`src/rtl/display_pkg.sv`:
```
// Shared types and constants for the dual seven-segment strobe controller.
package display_pkg;

    typedef enum logic [1:0] {
        BLANK_R = 2'd0,
        SHOW_R  = 2'd1,
        BLANK_L = 2'd2,
        SHOW_L  = 2'd3
    } strobe_state_t;

    localparam logic       SEL_RIGHT = 1'b0;
    localparam logic       SEL_LEFT  = 1'b1;
    localparam logic [1:0] AN_OFF    = 2'b11;
    localparam logic [1:0] AN_RIGHT  = 2'b10;
    localparam logic [1:0] AN_LEFT   = 2'b01;

    localparam int DEFAULT_HOLD_CYCLES  = 24000;
    localparam int DEFAULT_BLANK_CYCLES = 200;

endpackage

```
`src/rtl/display_strobe_dwell_counter.sv`:
```
// Loadable down-counter measuring how long the strobe stays in each state.
// `zero` flags the cycle on which the current dwell runs out, so the owner
// can reload in that same cycle instead of letting the count sit at 0.
module dwell_counter #(
    parameter int          W       = 8,
    parameter logic [W-1:0] RST_VAL = '0
) (
    input  logic         clk,
    input  logic         reset,
    input  logic         load,
    input  logic [W-1:0] load_val,
    input  logic         dec_en,
    output logic         zero
);

    logic [W-1:0] cnt_q;
    logic [W-1:0] cnt_d;

    // The count is on its last cycle when one (or, defensively, zero) remains.
    assign zero = (cnt_q <= W'(1));

    // Next count: load has priority, decrement never goes below zero.
    always_comb begin
        cnt_d = cnt_q;
        if (load) begin
            cnt_d = load_val;
        end else if (dec_en && (cnt_q != '0)) begin
            cnt_d = cnt_q - W'(1);
        end else begin
            cnt_d = cnt_q;
        end
    end

    // Count register with synchronous reset.
    always_ff @(posedge clk) begin
        if (reset) begin
            cnt_q <= RST_VAL;
        end else begin
            cnt_q <= cnt_d;
        end
    end

endmodule

```
`src/rtl/display_strobe.sv`:
```
// Select/strobe controller for the multiplexed two-digit display. Cycles
// BLANK_R, SHOW_R, BLANK_L, SHOW_L; sel only changes as a blank state is
// shown, so the external mux and decoder settle while both anodes are dark.
module display_strobe
    import display_pkg::*;
#(
    parameter int HOLD_CYCLES  = DEFAULT_HOLD_CYCLES,
    parameter int BLANK_CYCLES = DEFAULT_BLANK_CYCLES
) (
    input  logic       clk,
    input  logic       reset,
    input  logic       en,
    output logic       sel,
    output logic [1:0] an_n,
    output logic       frame_tick
);

    localparam int MAX_DWELL = (HOLD_CYCLES > BLANK_CYCLES) ? HOLD_CYCLES : BLANK_CYCLES;
    localparam int CNT_W     = $clog2(MAX_DWELL + 1);
    localparam bit SKIP_BLANK = (BLANK_CYCLES == 0);

    localparam strobe_state_t RST_STATE = SKIP_BLANK ? SHOW_R : BLANK_R;
    localparam logic [CNT_W-1:0] HOLD_VAL  = CNT_W'(HOLD_CYCLES);
    localparam logic [CNT_W-1:0] BLANK_VAL = CNT_W'(BLANK_CYCLES);
    localparam logic [CNT_W-1:0] RST_CNT   = SKIP_BLANK ? HOLD_VAL : BLANK_VAL;

    strobe_state_t    state_q, state_d;
    logic             sel_q, sel_d;
    logic [1:0]       an_n_q, an_n_d;
    logic             frame_tick_q, frame_tick_d;
    logic             load_s;
    logic [CNT_W-1:0] load_val_s;
    logic             dec_en_s;
    logic             zero_s;

    function automatic strobe_state_t next_state(input strobe_state_t s);
        case (s)
            BLANK_R: next_state = SHOW_R;
            SHOW_R:  next_state = SKIP_BLANK ? SHOW_L : BLANK_L;
            BLANK_L: next_state = SHOW_L;
            SHOW_L:  next_state = SKIP_BLANK ? SHOW_R : BLANK_R;
            default: next_state = RST_STATE;
        endcase
    endfunction

    function automatic logic [CNT_W-1:0] dwell_of(input strobe_state_t s);
        case (s)
            SHOW_R, SHOW_L: dwell_of = HOLD_VAL;
            default:        dwell_of = BLANK_VAL;
        endcase
    endfunction

    function automatic logic [1:0] anodes_of(input strobe_state_t s);
        case (s)
            SHOW_R:  anodes_of = AN_RIGHT;
            SHOW_L:  anodes_of = AN_LEFT;
            default: anodes_of = AN_OFF;
        endcase
    endfunction

    function automatic logic sel_of(input strobe_state_t s);
        case (s)
            BLANK_L, SHOW_L: sel_of = SEL_LEFT;
            default:         sel_of = SEL_RIGHT;
        endcase
    endfunction

    dwell_counter #(
        .W       (CNT_W),
        .RST_VAL (RST_CNT)
    ) u_dwell (
        .clk      (clk),
        .reset    (reset),
        .load     (load_s),
        .load_val (load_val_s),
        .dec_en   (dec_en_s),
        .zero     (zero_s)
    );

    // Sequencing: advance and reload when the dwell of the current state ends.
    always_comb begin
        state_d    = state_q;
        load_s     = 1'b0;
        load_val_s = '0;
        dec_en_s   = 1'b0;
        if (en && zero_s) begin
            state_d    = next_state(state_q);
            load_s     = 1'b1;
            load_val_s = dwell_of(state_d);
        end else if (en) begin
            dec_en_s = 1'b1;
        end else begin
            state_d = state_q;
        end
    end

    // Output decode for the cycle being consumed; paused cycles are dark.
    always_comb begin
        sel_d        = sel_q;
        an_n_d       = AN_OFF;
        frame_tick_d = 1'b0;
        if (en) begin
            sel_d        = sel_of(state_q);
            an_n_d       = anodes_of(state_q);
            frame_tick_d = (state_q == SHOW_L) && zero_s;
        end else begin
            sel_d        = sel_q;
            an_n_d       = AN_OFF;
            frame_tick_d = 1'b0;
        end
    end

    // State and output registers; reset drops any frame in progress.
    always_ff @(posedge clk) begin
        if (reset) begin
            state_q      <= RST_STATE;
            sel_q        <= SEL_RIGHT;
            an_n_q       <= AN_OFF;
            frame_tick_q <= 1'b0;
        end else begin
            state_q      <= state_d;
            sel_q        <= sel_d;
            an_n_q       <= an_n_d;
            frame_tick_q <= frame_tick_d;
        end
    end

    assign sel        = sel_q;
    assign an_n       = an_n_q;
    assign frame_tick = frame_tick_q;

endmodule
```
`config.mk`:
```
export PLATFORM = sky130hd
export DESIGN_NAME = display_strobe
export DESIGN_NICKNAME = d
export VERILOG_FILES = /design/src/rtl/display_pkg.sv /design/src/rtl/display_strobe_dwell_counter.sv /design/src/rtl/display_strobe.sv
export SDC_FILE = /design/constraint.sdc
export NUM_CORES = 1
export LEC_CHECK = 0
export CAP_MARGIN = 20
export CORE_MARGIN = 3
export CORE_UTILIZATION = 40
export DETAILED_ROUTE_END_ITERATION = 10
export PLACE_DENSITY_LB_ADDON = 0.1
export SETUP_SLACK_MARGIN = 0.02
export SLEW_MARGIN = 20
export SYNTH_ARGS = -nofsm -noshare
export SYNTH_HDL_FRONTEND = slang
export SYNTH_SLANG_ARGS = --single-unit
```
`constraint.sdc`:
```
create_clock -name clk -period 2.3 [get_ports clk]
set_input_delay 0.345 -clock clk [delete_from_list [all_inputs] [get_ports clk]]
set_output_delay 0.345 -clock clk [all_outputs]
set_load 0.02 [all_outputs]
```
# Yosys cells after proc, flatten, opt, wreduce, memory -nomap -nowiden
# Index checks and enable logic that the tools add are counted.
# totals
ff_bits	21
in_bits	3
output_inout_bits	4
wordCells	33
# op_classes
n_addsub	1
order_cmp	1
n_eq_ne	5
n_mux	11
bitwise	1
n_reduce_logical	9
# ops
cell	count
two-way mux 15 bit	4
<= comparator 15 x 1 -> 1 bit, second input constant	1
nonzero test 15 bit	1
subtractor 15 x 1 -> 15 bit, second input constant	1
one-hot mux 2 bit (4 select lines)	1
equality test 2 bit, second input constant	3
OR reduction 2 bit	3
equality test 2 x 1 -> 1 bit, second input constant	2
two-way mux 1 bit	4
one-hot mux 2 bit (2 select lines)	1
logical AND 1 bit	3
zero test 2 bit	1
two-way mux 2 bit	1
nonzero test 2 bit	1
inverter 1 bit	1

# Logic depth before layout (Yosys ltp)
# logic_depth
depth_word	8
ltp_mapped	8
ltp_nobuf	6

# Modules after synthesis
# A second synthesis with hierarchy kept.
# unflattened
hier_cells	148
area_unflattened_um2	1270.0
# by_module_without_submodules
mod	instances	cells_per_inst	area_per_inst_um2	seq_area_each_um2
dwell_counter	1	118	963.4	300.3
display_strobe	1	30	306.5	120.1

# Worst setup path after synthesis
# OpenSTA, ideal clock, no wires.
# synth_timing
kind	register to register
start	register u_dwell.cnt_q[0]
end	register u_dwell.cnt_q[3]
setup_ns	0.114
arrival_time_ns	2.020
setup_slack_ns	0.166
path_stages_with_launch	9
n_path_buf	2
synth_period_minus_slack_ns	2.134
path_cell_list	dfxtp_1 > inv_1 > ha_1 > or3b_2 > clkbuf_1 > o41ai_1 > buf_2 > o221ai_1 > a21o_1
# synth_via
elab_chain_cells	5
elab_cells_between_ends	11
classes_between	1 x add/sub; 1 x order compare; 5 x mux; 4 x reduce/logical
# synth_rtl
element	line	source
start, declared	display_strobe_dwell_counter.sv:16	logic [W-1:0] cnt_q;
start signal, assigned	display_strobe_dwell_counter.sv:39	cnt_q <= cnt_d;
<= comparator 15 x 1 -> 1 bit	display_strobe_dwell_counter.sv:20	assign zero = (cnt_q <= W'(1));
logical AND 1 bit	display_strobe.sv:86	if (en && zero_s) begin
two-way mux 1 bit	display_strobe.sv:86	
logical AND 1 bit	display_strobe_dwell_counter.sv:27	end else if (dec_en && (cnt_q != '0)) begin
nonzero test 2 bit (no line)	n/a	
# Parallel ways exist; a longest one is shown, timed or not. The select of a mux whose other input is x is not followed.
# A chain may end at the register's enable or synchronous reset.

# Worst setup path in the final report
# layout_timing
start	register u_dwell.cnt_q[1]
end	register u_dwell.cnt_q[10]
# Same word-level chain as after synthesis.

==> impl_metrics.csv <==
group,metric,value,unit
layout,filler_cell_count,271,
synthesis,yosys.area.top_type,"dfxtp_1",
layout,multiInputGateArea,656.9,um^2
grt,grtUsageMet2,0.2504,
synthesis,synth_cell_type_count,42,
critical_path,crit_chain,"inv_1 > ha_1 > or4bb_1 > or2_1 > or4_1 > a31oi_1",
synthesis,ys.warnings.count,0,
layout,syn_to_final_growth,15.12,%
layout,layout-drive-gt1-share,0.1357,
synthesis,ys_dominant_reg_cell,"dfxtp_1",
grt,antenna_found_initial,0,
job,maxCapViolCount,0,
synthesis,netlist_instances,127,
clocking,tritoncts,"yes",
clocking,cts_root_buffer,"clkbuf_4",
synthesis,ys_ff_latch,21,
route,drt-total-wl,2499,um
clocking,htree_levels,1,
floorplanning,die_w,58.65,um
clocking,worstSkewPairLatency,0.30,ns
synthesis,ys_top_cells_by_count,"21 x dfxtp_1, 12 x nor2_1, 10 x a21oi_1",
placed_design,place_hpwl,1871,um
sta,finClkSkew,0.009105,ns
synthesis,synth_top_area_share,0.3792,
layout,nNetsFinal,151,
floorplanning,core_area,2545,um^2
sta,drv_slew,0,
critical_path,path_max_fanout,6,
grt,overflow,0,
critical_path,cp-end-kind,"flip-flop",
sta,period_share,0.9336,
critical_path,start_kind,"flip-flop",
placed_design,dpl_cell_area,1242,um^2
layout,regArea,420.4,um^2
critical_path,slowest_stage,"or4bb_1",
critical_path,cp.buffers_inverters,1,
power_and_ir_drop,power.density,519.7,nW/um^2
floorplanning,io-pin-count,7,
clocking,cts_inserted_buffers,3,
grt,grt_start_max_net_pins,12,
grt,busiest_layer,"met2",
grt,grt_pass1_vias,933,
critical_path,required,2.53,ns
power_and_ir_drop,p_leak,0.4592,nW
layout,antennaDiodeCount,0,
synthesis,ys_seq_area_frac,0.3792,
grt,grtUsageMet3,0.04167,
placed_design,numPortBuffers,6,
synthesis,synth_most_common_cell,"dfxtp_1",
grt,grt_pass1_wl,4257,um
critical_path,critPathKind,"reg2reg",
sta,fin_crit,2.147,ns
synthesis,synth_nets,137,
sta,fmax,0.4657,GHz
sta,finalHoldViolCount,0,
route,firstDrtPassIters,4,
grt,track_usage,0.1582,
route,wl_per_cell,14.70,um
power_and_ir_drop,ir_worst_vdd,0.4122,mV
placed_design,place_congestion,0.7500,
synthesis,avgSynthCellArea,8.729,um^2
sta,rsz0062_at_grt,"false",
sta,setup_viol,0,
clocking,clk_pin_slew_worst_paths,0.12,ns
critical_path,crit_arrival,2.38,ns
sta,worst_pin_slew,0.6639,ns
floorplanning,die_area,3439,um^2
synthesis,synth_area_leaders,"dfxtp_1 38%, ha_1 7.9%, a21oi_1 4.5%",
grt,use_met1,0.2188,
critical_path,path_delay_family,"simple AND/OR/NAND/NOR gates",
critical_path,slowest_delay,0.54,ns
route,drc,0,
route,ant_nets,0,
clocking,clockBufferDepth,2,
floorplanning,die_y,58.65,um
clocking,cts_sinks,21,
route,drt-initial-drc-count,25,
sta,slew_headroom,0.5516,
synthesis,async_reset_ff_frac,0,
synthesis,syn_area,1109,um^2
worst_hold_path,hold_path_class,"reg2reg",
floorplanning,num_rows,18,
clocking,cts_setup_buffers,0,
floorplanning,start_util,0.4356,
route,vias_per_cell,5.847,
outcome,status,"completed",
route,vias,994,
layout,final_cell_area,1276,um^2
synthesis,synth_edf_count,0,
sta,setup_tns,0,ns
[kinds of logic (layout without fill, tap and decap cells)]
family	Yosys count	count (layout)	share of synthesized area
AOI/OAI and AO/OA	36	36	0.2190
xor gates and xnor gates	1	1	0.007902
adders and majority gates	7	7	0.07900
buffers and inverters	10	23	0.03498
DFF	21	21	0.3792
muxes	1	1	0.009030
and+or+nand+nor	51	51	0.2709
[power by group]
group          internal, W  leakage [nW]  switching, W
Clock            0.0000676        0.0150      0.000112
Sequential        0.000375         0.171     0.0000151
Combinational    0.0000442         0.273     0.0000491
Total             0.000487         0.459      0.000176
[worst paths after layout]
kind                                   startpoint           endpoint  slack (ns)  cells past startpoint
worst min register to register  u_dwell.cnt_q[14]  u_dwell.cnt_q[14]        0.50                      2
worst max-delay path             u_dwell.cnt_q[1]  u_dwell.cnt_q[10]        0.15                      6
worst max register to register   u_dwell.cnt_q[1]  u_dwell.cnt_q[10]        0.15                      6
worst min-delay path            u_dwell.cnt_q[14]  u_dwell.cnt_q[14]        0.50                      2
[area by class of cell]
class                      count  share of cell area
clock buffer                   4             0.02059
inverter                       6             0.01765
tap                           30             0.02941
multi-input combinational     96              0.5147
sequential                    21              0.3294
timing repair buffer          13             0.08824
[tightest hold or removal path, stage by stage (launching register included)]
cell,delay [ns]
dfxtp_1,0.34
o31ai_1,0.06
a21oi_1,0.06
[cell usage in the layout (no fill, tap or decap), types with 3 or more instances in the layout]
cell type,instances
dfxtp_1,21
inv_1,6
clkdlybuf4s50_1,6
a31oi_1,3
buf_4,7
nand2_1,7
o21ai_0,4
o31ai_1,5
a21oi_1,10
clkbuf_4,3
nor2_1,12
nor4_1,4
nand3_1,5
or4_1,6
ha_1,7
[state kept, by name, summed over array words and instances (netlist names)]
name and cells:
frame_tick 1, u_dwell.cnt_q 15, state_q 2, sel 1
an_n 2
[what timing repair did]
| item | CTS | global route |
|---|---|---|
| hold buffers | 0 | 0 |
| gates resized for setup | 0 | 1 |
| endpoints found under the hold margin | 0 | 0 |
| setup endpoints to repair | 0 | 6 |
[per-stage QoR]
stage                     total power [W]  worst slack (ns)  std cells  hold WS [ns]    util
after floorplan                 0.0004579            0.1661        127        0.4566       -
after global placement          0.0004878            0.1487        166        0.4876  0.4882
after detailed placement        0.0004903           0.09637        166        0.4805  0.4882
after CTS                       0.0006692           0.08158        170        0.4980  0.4985
after global routing            0.0006963           0.03432        170        0.5275  0.5015
final                           0.0006633            0.1528        170        0.5022  0.5015
[layer usage]
layer | share of wire | vias up
li1 | - | 510
met5 | 0 | -
met1 | 0.50 | 470
met2 | 0.47 | 12
met3 | 0.026 | 2
met4 | 0.0048 | 0
Note: power is estimated with default switching activity, not from simulation.
